===== src/rtl/pkt_peak_find.sv =====
// Packet peak finder: tracks the largest sample and its index in each
// tlast-delimited packet, then emits a 3-word summary (peak, index+flags, length).
module pkt_peak_find #(
  parameter int WIDTH             = 32,
  parameter int MAX_PKT_SIZE_LOG2 = 14
) (
  input  logic             clk,
  input  logic             reset,
  input  logic [WIDTH-1:0] i_tdata,
  input  logic             i_tlast,
  input  logic             i_tvalid,
  output logic             i_tready,
  output logic [WIDTH-1:0] o_tdata,
  output logic             o_tlast,
  output logic             o_tvalid,
  input  logic             o_tready,
  input  logic [WIDTH-1:0] i_threshold
);

  localparam int IW = MAX_PKT_SIZE_LOG2;
  localparam int CW = MAX_PKT_SIZE_LOG2 + 1;

  typedef enum logic [1:0] {
    ST_SCAN,
    ST_EMIT0,
    ST_EMIT1,
    ST_EMIT2
  } state_t;

  state_t state, state_nxt;

  logic [WIDTH-1:0] peak, thr;
  logic [IW-1:0]    peak_idx;
  logic [CW-1:0]    cnt;
  logic             trunc;

  logic [WIDTH-1:0] peak_new;
  logic [IW-1:0]    peak_idx_new;
  logic [IW-1:0]    idx;
  logic             beat, first, eop, adv;

  logic [WIDTH-1:0] word1;
  logic [WIDTH-1:0] o_tdata_nxt;
  logic             o_tvalid_nxt, o_tlast_nxt;

  assign i_tready = (state == ST_SCAN);
  assign beat     = i_tvalid & i_tready;
  assign idx      = cnt[IW-1:0];
  assign first    = (cnt == '0);
  assign eop      = beat & (i_tlast | (&idx));
  assign adv      = o_tvalid & o_tready;

  // Running peak including the current beat; ties keep the earliest index.
  always_comb begin
    peak_new     = peak;
    peak_idx_new = peak_idx;
    if (first) begin
      peak_new     = i_tdata;
      peak_idx_new = '0;
    end else if (i_tdata > peak) begin
      peak_new     = i_tdata;
      peak_idx_new = idx;
    end
  end

  // Summary word 1: above flag in the MSB, truncation flag below it.
  always_comb begin
    word1            = '0;
    word1[WIDTH-1]   = (peak >= thr);
    word1[WIDTH-2]   = trunc;
    word1[IW-1:0]    = peak_idx;
  end

  // State register.
  always_ff @(posedge clk or negedge reset) begin
    if (!reset) state <= ST_SCAN;
    else        state <= state_nxt;
  end

  // Next state and next registered output word.
  always_comb begin
    state_nxt    = state;
    o_tdata_nxt  = o_tdata;
    o_tvalid_nxt = o_tvalid;
    o_tlast_nxt  = o_tlast;
    unique case (state)
      ST_SCAN: begin
        if (eop) begin
          state_nxt    = ST_EMIT0;
          o_tdata_nxt  = peak_new;
          o_tvalid_nxt = 1'b1;
          o_tlast_nxt  = 1'b0;
        end
      end
      ST_EMIT0: begin
        if (adv) begin
          state_nxt   = ST_EMIT1;
          o_tdata_nxt = word1;
        end
      end
      ST_EMIT1: begin
        if (adv) begin
          state_nxt   = ST_EMIT2;
          o_tdata_nxt = WIDTH'(cnt);
          o_tlast_nxt = 1'b1;
        end
      end
      ST_EMIT2: begin
        if (adv) begin
          state_nxt    = ST_SCAN;
          o_tdata_nxt  = '0;
          o_tvalid_nxt = 1'b0;
          o_tlast_nxt  = 1'b0;
        end
      end
      default: state_nxt = ST_SCAN;
    endcase
  end

  // Registered output channel.
  always_ff @(posedge clk or negedge reset) begin
    if (!reset) begin
      o_tdata  <= '0;
      o_tvalid <= 1'b0;
      o_tlast  <= 1'b0;
    end else begin
      o_tdata  <= o_tdata_nxt;
      o_tvalid <= o_tvalid_nxt;
      o_tlast  <= o_tlast_nxt;
    end
  end

  // Scan datapath; cnt holds the packet length while the summary drains.
  always_ff @(posedge clk or negedge reset) begin
    if (!reset) begin
      peak     <= '0;
      peak_idx <= '0;
      thr      <= '0;
      cnt      <= '0;
      trunc    <= 1'b0;
    end else if (beat) begin
      peak     <= peak_new;
      peak_idx <= peak_idx_new;
      cnt      <= cnt + 1'b1;
      if (first) thr   <= i_threshold;
      if (eop)   trunc <= ~i_tlast;
    end else if (state == ST_EMIT2 && adv) begin
      cnt <= '0;
    end
  end

endmodule


===== config.mk =====
export PLATFORM = sky130hd
export DESIGN_NAME = pkt_peak_find
export DESIGN_NICKNAME = d
export VERILOG_FILES = /design/src/rtl/pkt_peak_find.sv
export SDC_FILE = /design/constraint.sdc
export NUM_CORES = 1
export LEC_CHECK = 0
export CORE_MARGIN = 3
export CORE_UTILIZATION = 40
export DETAILED_ROUTE_END_ITERATION = 16
export HOLD_SLACK_MARGIN = 0.02
export MAX_ROUTING_LAYER = met4
export SYNTH_ARGS = -nofsm -noshare
export SYNTH_HDL_FRONTEND = slang
export SYNTH_SLANG_ARGS = --single-unit
export TNS_END_PERCENT = 100

===== constraint.sdc =====
create_clock -name clk -period 3.1 [get_ports clk]
set_input_delay 0.31 -clock clk [delete_from_list [all_inputs] [get_ports clk]]
set_output_delay 0.31 -clock clk [all_outputs]
set_load 0.02 [all_outputs]

==> impl_metrics.csv <==
group,metric,value,unit
power_and_ir_drop,leakagePower,4.579,nW
worst_setup_path,critPathCapture,"o_tdata[17]$_DFFE_PN0P_",
floorplan,dieWidth,146.4,um
yosys,avgSynthCellArea,10.00,um2
worst_setup_path,slowest_stage,"or4b_1",
place,dp_hpwl,14.54,mm
floorplan,die_h,146.4,um
sta,final.period_utilization,93.17,%
yosys,synth-compound-area-share,21.22,%
drt,avgRoutedWirePerCell,17.21,um
sta,finalClockSkew,0.01383,ns
grt,grt_pass1_vias,6381,
floorplan,coreArea,19020,um2
floorplan,initial_core_util,41.49,%
worst_hold_path,min_path_type,"in -> async",
power_and_ir_drop,p_per_area,1081,nW/um2
yosys,async_flop_share,100.0,%
final_layout,num-fill-cells,1751,
worst_setup_path,crit_cells,10,
clock_network,cts_setup_buffers,0,
drt,drt_iter0_markers,435,
worst_setup_path,worstReg2RegEnd,"o_tdata[17]$_DFFE_PN0P_",
final_layout,drive_gt1_share,13.64,%
final_layout,n_antenna_cell,0,
worst_setup_path,cp_cell_sequence,"inv_1 > ha_1 > nand4_1 > nor3_1 > a21boi_1 > or4b_1 > o211ai_4 > buf_4 > a21oi_1 > a311o_1",
clock_network,clkTransAtPathRegs,0.06,ns
worst_setup_path,crit_type,"reg -> reg",
worst_setup_path,cp-startpoint,"peak[14]$_DFFE_PN0P_",
worst_setup_path,arrival,3.19,ns
floorplan,dieArea,21450,um2
place,placement.io_buffers,103,
worst_setup_path,reg2reg_slack,0.21,ns
clock_network,clock_sinks,130,
worst_setup_path,setup.worst_path.start_class,"flop",
grt,grt_max_degree,121,
place,dp_slack,-0.1219,ns
drt,dr.pass1.iters,5,
sta,finalMaxSlewViolations,0,
worst_setup_path,ff2ff_path_depth,10,
yosys,synth_fa_ha_area_share,11.26,%
clock_network,cts_tree,"built",
worst_setup_path,endpoint_kind,"flop",
sta,rsz0062_at_grt,"false",
floorplan,rows,50,
place,gp_congestion,0.8115,
yosys,syn-num-nets,929,
grt,grt_usage,20.34,%
final_layout,seqCellArea,3253,um2
drt,vias,6315,
yosys,synthMuxAreaShare,8.230,%
final_layout,mostFrequentLayoutCells,"130 x dfrtp_1, 102 x clkdlybuf4s50_1, 81 x nand2_1, 74 x inv_1, 71 x ha_1",
sta,final.setup.tns,0,ns
yosys,synth-seq-area-share,41.23,%
worst_setup_path,critical_path_required,3.40,ns
sta,max_freq,346.2,MHz
worst_setup_path,cp_top_family,"simple AND/OR/NAND/NOR gates",
grt,antenna_found_initial,0,
yosys,ys_ff_latch,130,
clock_network,htree_levels,4,
clock_network,cts_max_path_buffers,2,
worst_setup_path,r2r-start,"peak[14]$_DFFE_PN0P_",
yosys,synth_area,7890,um2
final_layout,multi_input_area,4119,um2
final_layout,final_common_cell,"dfrtp_1",
final_layout,syn2layout_area_growth,27.74,%
run,cap_viol_max_count,0,
yosys,synthSimpleGateAreaFrac,11.24,%
yosys,synthDistinctLibCells,58,
drt,routed_wl,20.38,mm
final_layout,nets,1051,
drt,via_per_inst,5.334,
yosys,synth_edf_count,0,
clock_network,cts_made_buffers,17,
clock_network,clk_latency,0.43,ns
yosys,yosys_warnings,0,
grt,grt_pass1_wl,34.02,mm
power_and_ir_drop,ir_drop,0.8139,mV
yosys,syn_inst,789,
floorplan,num_io_pins,104,
sta,post-route-min-period,2.888,ns
sta,setup_viol,0,
drt,ant_nets,0,
clock_network,cts_root_buffer,"clkbuf_16",
sta,timing.final.ws_setup,0.2118,ns
worst_setup_path,slowest_delay,0.62,ns
outcome,outcome,"finished, final reports clean",
yosys,synth_xor_area_share,0.1110,%
sta,slew_headroom,30.57,%
yosys,ys.flop_type,"dfrtp_1",
worst_setup_path,cp_max_fo,14,
sta,hold_violations,0,
drt,drc,0,
worst_setup_path,crit_buf_inv,2,
grt,gr-total-overflow,0,
yosys,synth_top_family_by_area,"compound AO/OA/AOI/OAI gates",
sta,worst_pin_slew,1.039,ns
cells in the mapped netlist, drive strengths merged, types with 11 or more instances:
cell type  number  share of area, %
a311o          15               1.9
nor2           11              0.52
o21ai          67               4.2
a21oi          49               3.3
nand4          17               1.3
mux2           41               7.5
ha             71                11
clkbuf         19              0.95
o211a          15               1.9
and2           19               1.6
o211ai         36               3.6
buf            25               2.2
inv            74               3.5
dfrtp         130                41
a221o          14               1.8
nand2          81               3.9
nand3          31               2.0
power by group:
group          internal [mW]  switching (mW)  leakage [nW]
logic                   2.54            3.08          2.62
registers               2.40           0.627          1.64
clock network           1.51           0.745         0.319
total                   6.45            4.45          4.58
routing by layer:
metal / track usage [%] / vias to the layer above / wire, um
met5: - / - / 0
met4: 5.409 / 0 / 309
met3: 4.438 / 26 / 798
li1: - / 3131 / -
met2: 30.35 / 139 / 9128
met1: 28.17 / 3019 / 10140
what timing repair did:
action,4_1_cts,5_1_grt
hold endpoints to repair,10,0
gates resized for setup,0,0
hold buffers,1,0
kinds of logic (layout without fill, tap and decap cells):
family / count (synthesis) / count (layout)
buf+inv: 118 / 253
fa+ha+maj: 71 / 71
flops: 130 / 130
xor+xnor: 1 / 1
simple gates: 183 / 183
mux: 47 / 47
compound gates: 239 / 239
worst min-delay path by stage:
| stage | from | endpoint | slack (ns) | depth (start not counted) |
|---|---|---|---|---|
| 3_5_place_dp | reset | cnt[7]$_DFFE_PN0P_ | 0.13 | 1 |
| 2_1_floorplan | reset | cnt[0]$_DFFE_PN0P_ | 0.01 | 0 |
| 4_1_cts | reset | cnt[7]$_DFFE_PN0P_ | 0.24 | 2 |
| 5_1_grt | reset | o_tlast$_DFFE_PN0P_ | 0.26 | 2 |
| 6_report | reset | o_tlast$_DFFE_PN0P_ | 0.26 | 2 |
| 3_3_place_gp | reset | cnt[7]$_DFFE_PN0P_ | 0.13 | 1 |
layout make-up:
cell class              instances  share of cell area [%]
flip-flops and latches        130                   32.28
clock inverters                 9                   1.738
well taps                     260                   3.228
clock buffers                  23                   4.842
repair buffers                147                   14.29
inverters                      74                   2.756
multi-input cells             541                   40.87
sequential cells by signal (all words and copies together) (netlist names):
register  flops
o_tlast       1
peak         32
state         2
cnt          15
peak_idx     14
thr          32
o_tvalid      1
o_tdata      32
trunc         1
metrics by stage:
step | power (mW) | cell area [um2] | hold slack (ns) | cells | utilization, %
CTS | 10.99 | 10080 | 0.2419 | 1184 | 52.99
finish | 10.90 | 10080 | 0.2568 | 1184 | 52.99
detailed placement | 8.672 | 9405 | 0.1314 | 1151 | 49.45
floorplan | 6.790 | 7890 | 0.01441 | 789 | -
global placement | 8.585 | 9405 | 0.1312 | 1151 | 49.45
global route | 11.79 | 10080 | 0.2590 | 1184 | 52.99
No activity file was read; power rests on OpenSTA's default activity.
